File: config.mk
export PLATFORM = sky130hd
export DESIGN_NAME = pin_input_conditioner
export DESIGN_NICKNAME = d
export VERILOG_FILES = /design/src/rtl/pin_input_conditioner.sv
export SDC_FILE = /design/constraint.sdc
export NUM_CORES = 1
export LEC_CHECK = 0
export ABC_AREA = 1
export CORE_ASPECT_RATIO = 0.9
export CORE_MARGIN = 3
export CORE_UTILIZATION = 60
export CTS_BUF_LIST = sky130_fd_sc_hd__clkbuf_2
export DETAILED_ROUTE_END_ITERATION = 10
export HOLD_SLACK_MARGIN = 0.12
export PLACE_DENSITY_LB_ADDON = 0.05
export SLEW_MARGIN = 0
export SYNTH_ARGS = -nofsm -noshare
export SYNTH_HDL_FRONTEND = slang
export SYNTH_SLANG_ARGS = --single-unit
export TNS_END_PERCENT = 5
File: constraint.sdc
create_clock -name clk -period 2.6 [get_ports clk]
set_input_delay 0.78 -clock clk [delete_from_list [all_inputs] [get_ports clk]]
set_output_delay 0.78 -clock clk [all_outputs]
set_load 0.1 [all_outputs]
File: src/rtl/pin_input_conditioner.sv
// pin_input_conditioner
// Front end for the processor's 4-bit i_pins input. Each external pin is
// brought into the clk domain through a two-flop synchroniser and then
// debounced on its own counter. A new level is accepted only after it has
// been seen for DB_COUNT consecutive synchronised samples. Rising edges of
// the debounced levels set sticky flags that the consumer acknowledges.
// A registered strobe marks every cycle after a debounced level change.

module pin_input_conditioner #(
    parameter int DB_COUNT = 4,
    parameter int CNT_W    = 4
) (
    input  logic       clk,
    input  logic       reset,
    input  logic [3:0] raw_pins,
    input  logic [3:0] edge_ack,
    output logic [3:0] clean_pins,
    output logic [3:0] edge_flags,
    output logic       change_strobe
);

    // Terminal count: a differing level is accepted on the edge where the
    // counter already holds DB_COUNT-1, so the counter never reaches
    // DB_COUNT and cannot wrap for any legal parameter choice.
    localparam logic [CNT_W-1:0] CNT_MAX = CNT_W'(DB_COUNT - 1);
    localparam logic [CNT_W-1:0] CNT_ONE = CNT_W'(1);

    // Synchroniser stages.
    logic [3:0]       s1_q, s1_d;
    logic [3:0]       s2_q, s2_d;

    // Debounce state.
    logic [3:0]       clean_q, clean_d;
    logic [CNT_W-1:0] cnt_q [4];
    logic [CNT_W-1:0] cnt_d [4];

    // Edge reporting.
    logic [3:0]       flags_q, flags_d;
    logic             strobe_q, strobe_d;
    logic [3:0]       rise;

    // Two-flop synchroniser: s1 samples the asynchronous pins, s2 is the
    // only stage the debounce logic is allowed to look at.
    always_comb begin
        s1_d = raw_pins;
        s2_d = s1_q;
    end

    // Per-pin debounce: hold the counter at zero while the synchronised
    // level agrees with the accepted level, otherwise count up and accept
    // the new level on the terminal count. Any bounce back clears the count.
    always_comb begin
        clean_d = clean_q;
        for (int i = 0; i < 4; i++) begin
            cnt_d[i] = cnt_q[i];
            if (s2_q[i] == clean_q[i]) begin
                cnt_d[i] = '0;
            end else if (cnt_q[i] == CNT_MAX) begin
                clean_d[i] = s2_q[i];
                cnt_d[i]   = '0;
            end else begin
                cnt_d[i] = cnt_q[i] + CNT_ONE;
            end
        end
    end

    // Sticky rising-edge flags: acknowledge clears, but a rise on the same
    // edge wins over the acknowledge. Falling edges leave the flags alone.
    always_comb begin
        rise    = clean_d & ~clean_q;
        flags_d = (flags_q & ~edge_ack) | rise;
    end

    // Change strobe: one registered pulse per edge on which any debounced
    // bit changed, regardless of how many bits changed together.
    always_comb begin
        strobe_d = |(clean_d ^ clean_q);
    end

    // Synchroniser registers; reset clears both stages so no pre-reset pin
    // history leaks into the first post-reset debounce decision.
    always_ff @(posedge clk or posedge reset) begin
        if (reset) begin
            s1_q <= '0;
            s2_q <= '0;
        end else begin
            s1_q <= s1_d;
            s2_q <= s2_d;
        end
    end

    // Debounce registers; reset discards any partial count in progress.
    always_ff @(posedge clk or posedge reset) begin
        if (reset) begin
            clean_q <= '0;
            for (int i = 0; i < 4; i++) begin
                cnt_q[i] <= '0;
            end
        end else begin
            clean_q <= clean_d;
            for (int i = 0; i < 4; i++) begin
                cnt_q[i] <= cnt_d[i];
            end
        end
    end

    // Flag and strobe registers; reset guarantees no stale flag survives.
    always_ff @(posedge clk or posedge reset) begin
        if (reset) begin
            flags_q  <= '0;
            strobe_q <= 1'b0;
        end else begin
            flags_q  <= flags_d;
            strobe_q <= strobe_d;
        end
    end

    assign clean_pins    = clean_q;
    assign edge_flags    = flags_q;
    assign change_strobe = strobe_q;

endmodule

### Word-level counts from Yosys, hierarchy flattened

Cells that the tools add are included.

| word-level totals | value |
|---|---|
| flip-flop bits (word level) | 33 |
| input bits | 10 |
| output and inout bits | 9 |
| word-level logic and storage cells | 44 |

| operators by class | value |
|---|---|
| $add $sub $neg | 4 |
| equality and inequality tests | 8 |
| muxes and demuxes | 16 |
| bitwise gates (word level) | 6 |
| reductions and logical operators | 1 |

Operators with widths:

| operator | number |
|---|---|
| $mux 4 | 8 |
| $add 4x1->4 const B | 4 |
| $eq 4x2->1 const B | 4 |
| $and 4x4->4 | 2 |
| $mux 1 | 8 |
| $not 4->4 | 2 |
| $eq 1x1->1 | 4 |
| $or 4x4->4 | 1 |
| $reduce_or 4->1 | 1 |
| $xor 4x4->4 | 1 |

### Depth between registers and ports, before layout

| depth | value |
|---|---|
| word-level depth | 5 |
| gate-level depth with buffers | 6 |
| gate-level depth less buffers | 6 |

### Worst setup path after synthesis

OpenSTA, ideal clock, no wires.

| timing path | value |
|---|---|
| path kind | register -> output |
| from | register clean_q[0], in the netlist clean_pins[0] |
| to | output port clean_pins[0] |
| data arrival time | 0.940 ns |
| required time | 1.820 ns |
| path slack | 0.880 ns |
| stages on the path, launching flop included | 1 |
| path buffers | 0 |
| cell sequence | dfrtp_1 |

RTL lines:

| item | RTL line | source |
|---|---|---|
| from (decl) | 33 | `logic [3:0] clean_q, clean_d;` |
| from (signal assigned) | 100 | `clean_q <= clean_d;` |
| to (decl) | 17 | `output logic [3:0] clean_pins,` |

No word-level cell between the ends.

### Final worst setup path

| timing path | value |
|---|---|
| from | register clean_q[1], in the netlist clean_pins[1] |
| to | output port clean_pins[1] |

No word-level cell between the ends.

==> metrics.md <==
| Metric | Value |
|---|---|
| Outcome | complete, no violations |
| Initial Util | 67.3% |
| Core Region | 2030 µm² |
| RSZ-0062 raised after global routing | no |
| Synth Area per Inst | 10.2 µm² |
| Comb pwr share | 48.1% |
| Remaining DRCs | 0 |
| Final Setup Violations | 0 |
| Worst path cell trace | buf_4 |
| Post-CTS Hold Fix Bufs | 0 |
| Nets | 178 |
| IO Port Bufs | 18 |
| Synthesis warning total | 0 |
| CP required | 1.82 ns |
| Register area share after synthesis | 60.5% |
| Die Span Y | 51.3 µm |
| HPWL Detailed | 1.70 mm |
| Max Root-Sink Buffers | 2 |
| Largest delay share family, worst path | flip-flops |
| Syn_nets | 152 |
| Number of core rows | 15 |
| Pre-antenna DRT Iters | 4 |
| Place WS | 1.07 ns |
| Post-synthesis cell count | 134 |
| Vias in the first global route | 960 |
| Routed Antenna Nets | 0 |
| Drt wl/cell | 11.8 µm |
| CTS root buffer | clkbuf_2 |
| Synthesis-stage register bit count | 33 |
| Post-CTS sizing | 0 |
| Share of cells above drive strength 1 | 19.3% |
| Aggregate negative setup slack | 0 ns |
| Antenna cells | 0 |
| CTS tree | built |
| CP Buf/Inv Count | 1 |
| Net Sw Frac | 50.1% |
| Final wirelength | 2.20 mm |
| Area after DPL | 1560 µm² |
| First-pass GRT wire length | 3.84 mm |
| Sequential group share of total power | 40.1% |
| Synth cell types | 16 |
| Total GRT Usage | 18.2% |
| Worst-Skew Late Latency | 0.36 ns |
| Crit start category | flip-flop |
| Setup CP Type | flip-flop to output port |
| Design area | 1600 µm² |
| Worst Path Arrival | 1.13 ns |
| Max_cap viols | 0 |
| Vias/cell | 5.06 |
| Total setup buffers inserted after CTS | 0 |
| # clock sinks | 33 |
| CP max stage delay | 0.45 ns |
| Commonest non-fill, non-tap cells in the layout | 33 x dfrtp_1, 24 x nand2_1, 17 x inv_1, 14 x nor2_1, 10 x buf_4 |
| Worst vdd ir | 0.886 mV |
| Slowest stage cell, crit path | dfrtp_1 |
| Hold Crit Class | flip-flop to flip-flop |
| Max-slew headroom | 73.8% |
| Maximum clock frequency | 524 MHz |
| Setup Skew | 0.0155 ns |
| Routability congestion estimate | 0.784 |
| Area delta synth->final | 17.1% |
| Leading cell type in the layout, fill and taps excluded | dfrtp_1 |
| Fin crit period | 1.91 ns |
| Slew of the pin with the lowest slew margin | 0.393 ns |
| CTS Buf Count | 5 |
| # H-tree levels | 2 |
| Initial antenna violation count | 0 |
| P_int | 0.934 mW |
| Die Wd | 56.3 µm |
| Nature of the critical path endpoint | output port |
| GR Overflow Total | 0 |
| Final setup margin | 0.693 ns |
| Util after Layout | 78.9% |
| Worst-path maximum fanout | 4 |
| Slew Limit Fails | 0 |
| Netlist Area Pre-Place | 1370 µm² |
| Reg clk slew, reported paths | 0.17 ns |
| Die ar. | 2880 µm² |
| Largest net degree at the start of global routing | 34 |
| P_sw | 0.939 mW |
| Fin crit share | 73.3% |
| Fill cells | 130 |
| Drt first-iter violations | 3 |
| Pwr Density | 1170 nW/µm² |
| Pleak | 0.799 nW |
| DR vias | 941 |
| Num ports | 19 |
| Final Hold Vio Count | 0 |
| Clock power share | 11.8% |
==> sequential cells by signal, summed over array words and instances (netlist names) <==
register and flops:
s2_q 4, clean_pins 4, s1_q 4, change_strobe 1
edge_flags 4, cnt_q 16
==> worst paths after layout <==
check                      cells after the start             to  slack (ns)          start
hold / removal                                 0        s2_q[1]        0.36        s1_q[1]
min in group asynchronous                      3  edge_flags[0]        0.80          reset
setup / recovery                               1  clean_pins[1]        0.69  clean_pins[1]
max in group asynchronous                      3      cnt_q[10]        1.51          reset
setup reg to reg                               6  change_strobe        1.20       cnt_q[8]
hold reg to reg                                0        s2_q[1]        0.36        s1_q[1]
==> synth_stat cells <==
cell type / n / area share, %
dfrtp_1: 33 / 60
nand2_1: 24 / 6.6
inv_1: 17 / 4.7
nor2_1: 14 / 3.8
ha_1: 8 / 7.3
inv_2: 6 / 1.6
nand2_2: 5 / 2.3
nand4_1: 5 / 2.3
nand3_1: 4 / 1.5
o21ai_1: 4 / 1.5
o21bai_1: 4 / 2.2
xnor2_1: 4 / 2.6
a21oi_2: 2 / 1.3
nor2_2: 2 / 0.92
a21boi_1: 1 / 0.55
a21oi_1: 1 / 0.37
==> cell type report <==
class,count,area [µm²],area share (%)
multi-input combinational,78,453,28.3
sequential,33,826,51.6
clock inverter,3,12.5,0.782
inverter,23,86.3,5.40
tap,25,31.3,1.96
timing repair buffer,19,165,10.3
clock buffer,5,25.0,1.56
==> logic make-up (layout without fill, tap and decap cells) <==
kind of cell | after synthesis | in the layout | share of synthesized area (%)
simple gates | 54 | 54 | 17.4
compound gates | 12 | 12 | 5.87
buf+inv | 23 | 50 | 6.32
flops | 33 | 33 | 60.5
xor+xnor | 4 | 4 | 2.57
fa+ha+maj | 8 | 8 | 7.33
==> layer usage <==
layer	up-vias	global-route usage, %	wire [µm]
met5	-	0	0
met4	0	9.49	40
li1	470	-	-
met1	436	19.4	916
met3	7	7.32	135
met2	28	31.3	1110
==> power groups by stage <==
stage / combinational, mW / clock [mW] / sequential (mW)
detailed placement: 0.908 / 0 / 0.761
global route: 0.980 / 0.257 / 0.769
finish: 0.901 / 0.220 / 0.751
global placement: 0.891 / 0 / 0.750
floorplan: 0.299 / 0 / 1.17
CTS: 0.912 / 0.230 / 0.750
==> per-stage QoR <==
stage / hold slack, ns / std cells / power [mW]
2_1_floorplan: 0.331 / 134 / 1.47
3_3_place_gp: 0.334 / 178 / 1.64
3_5_place_dp: 0.335 / 178 / 1.67
4_1_cts: 0.364 / 186 / 1.89
5_1_grt: 0.374 / 186 / 2.01
6_report: 0.363 / 186 / 1.87
(Power assumes the default switching activity.)
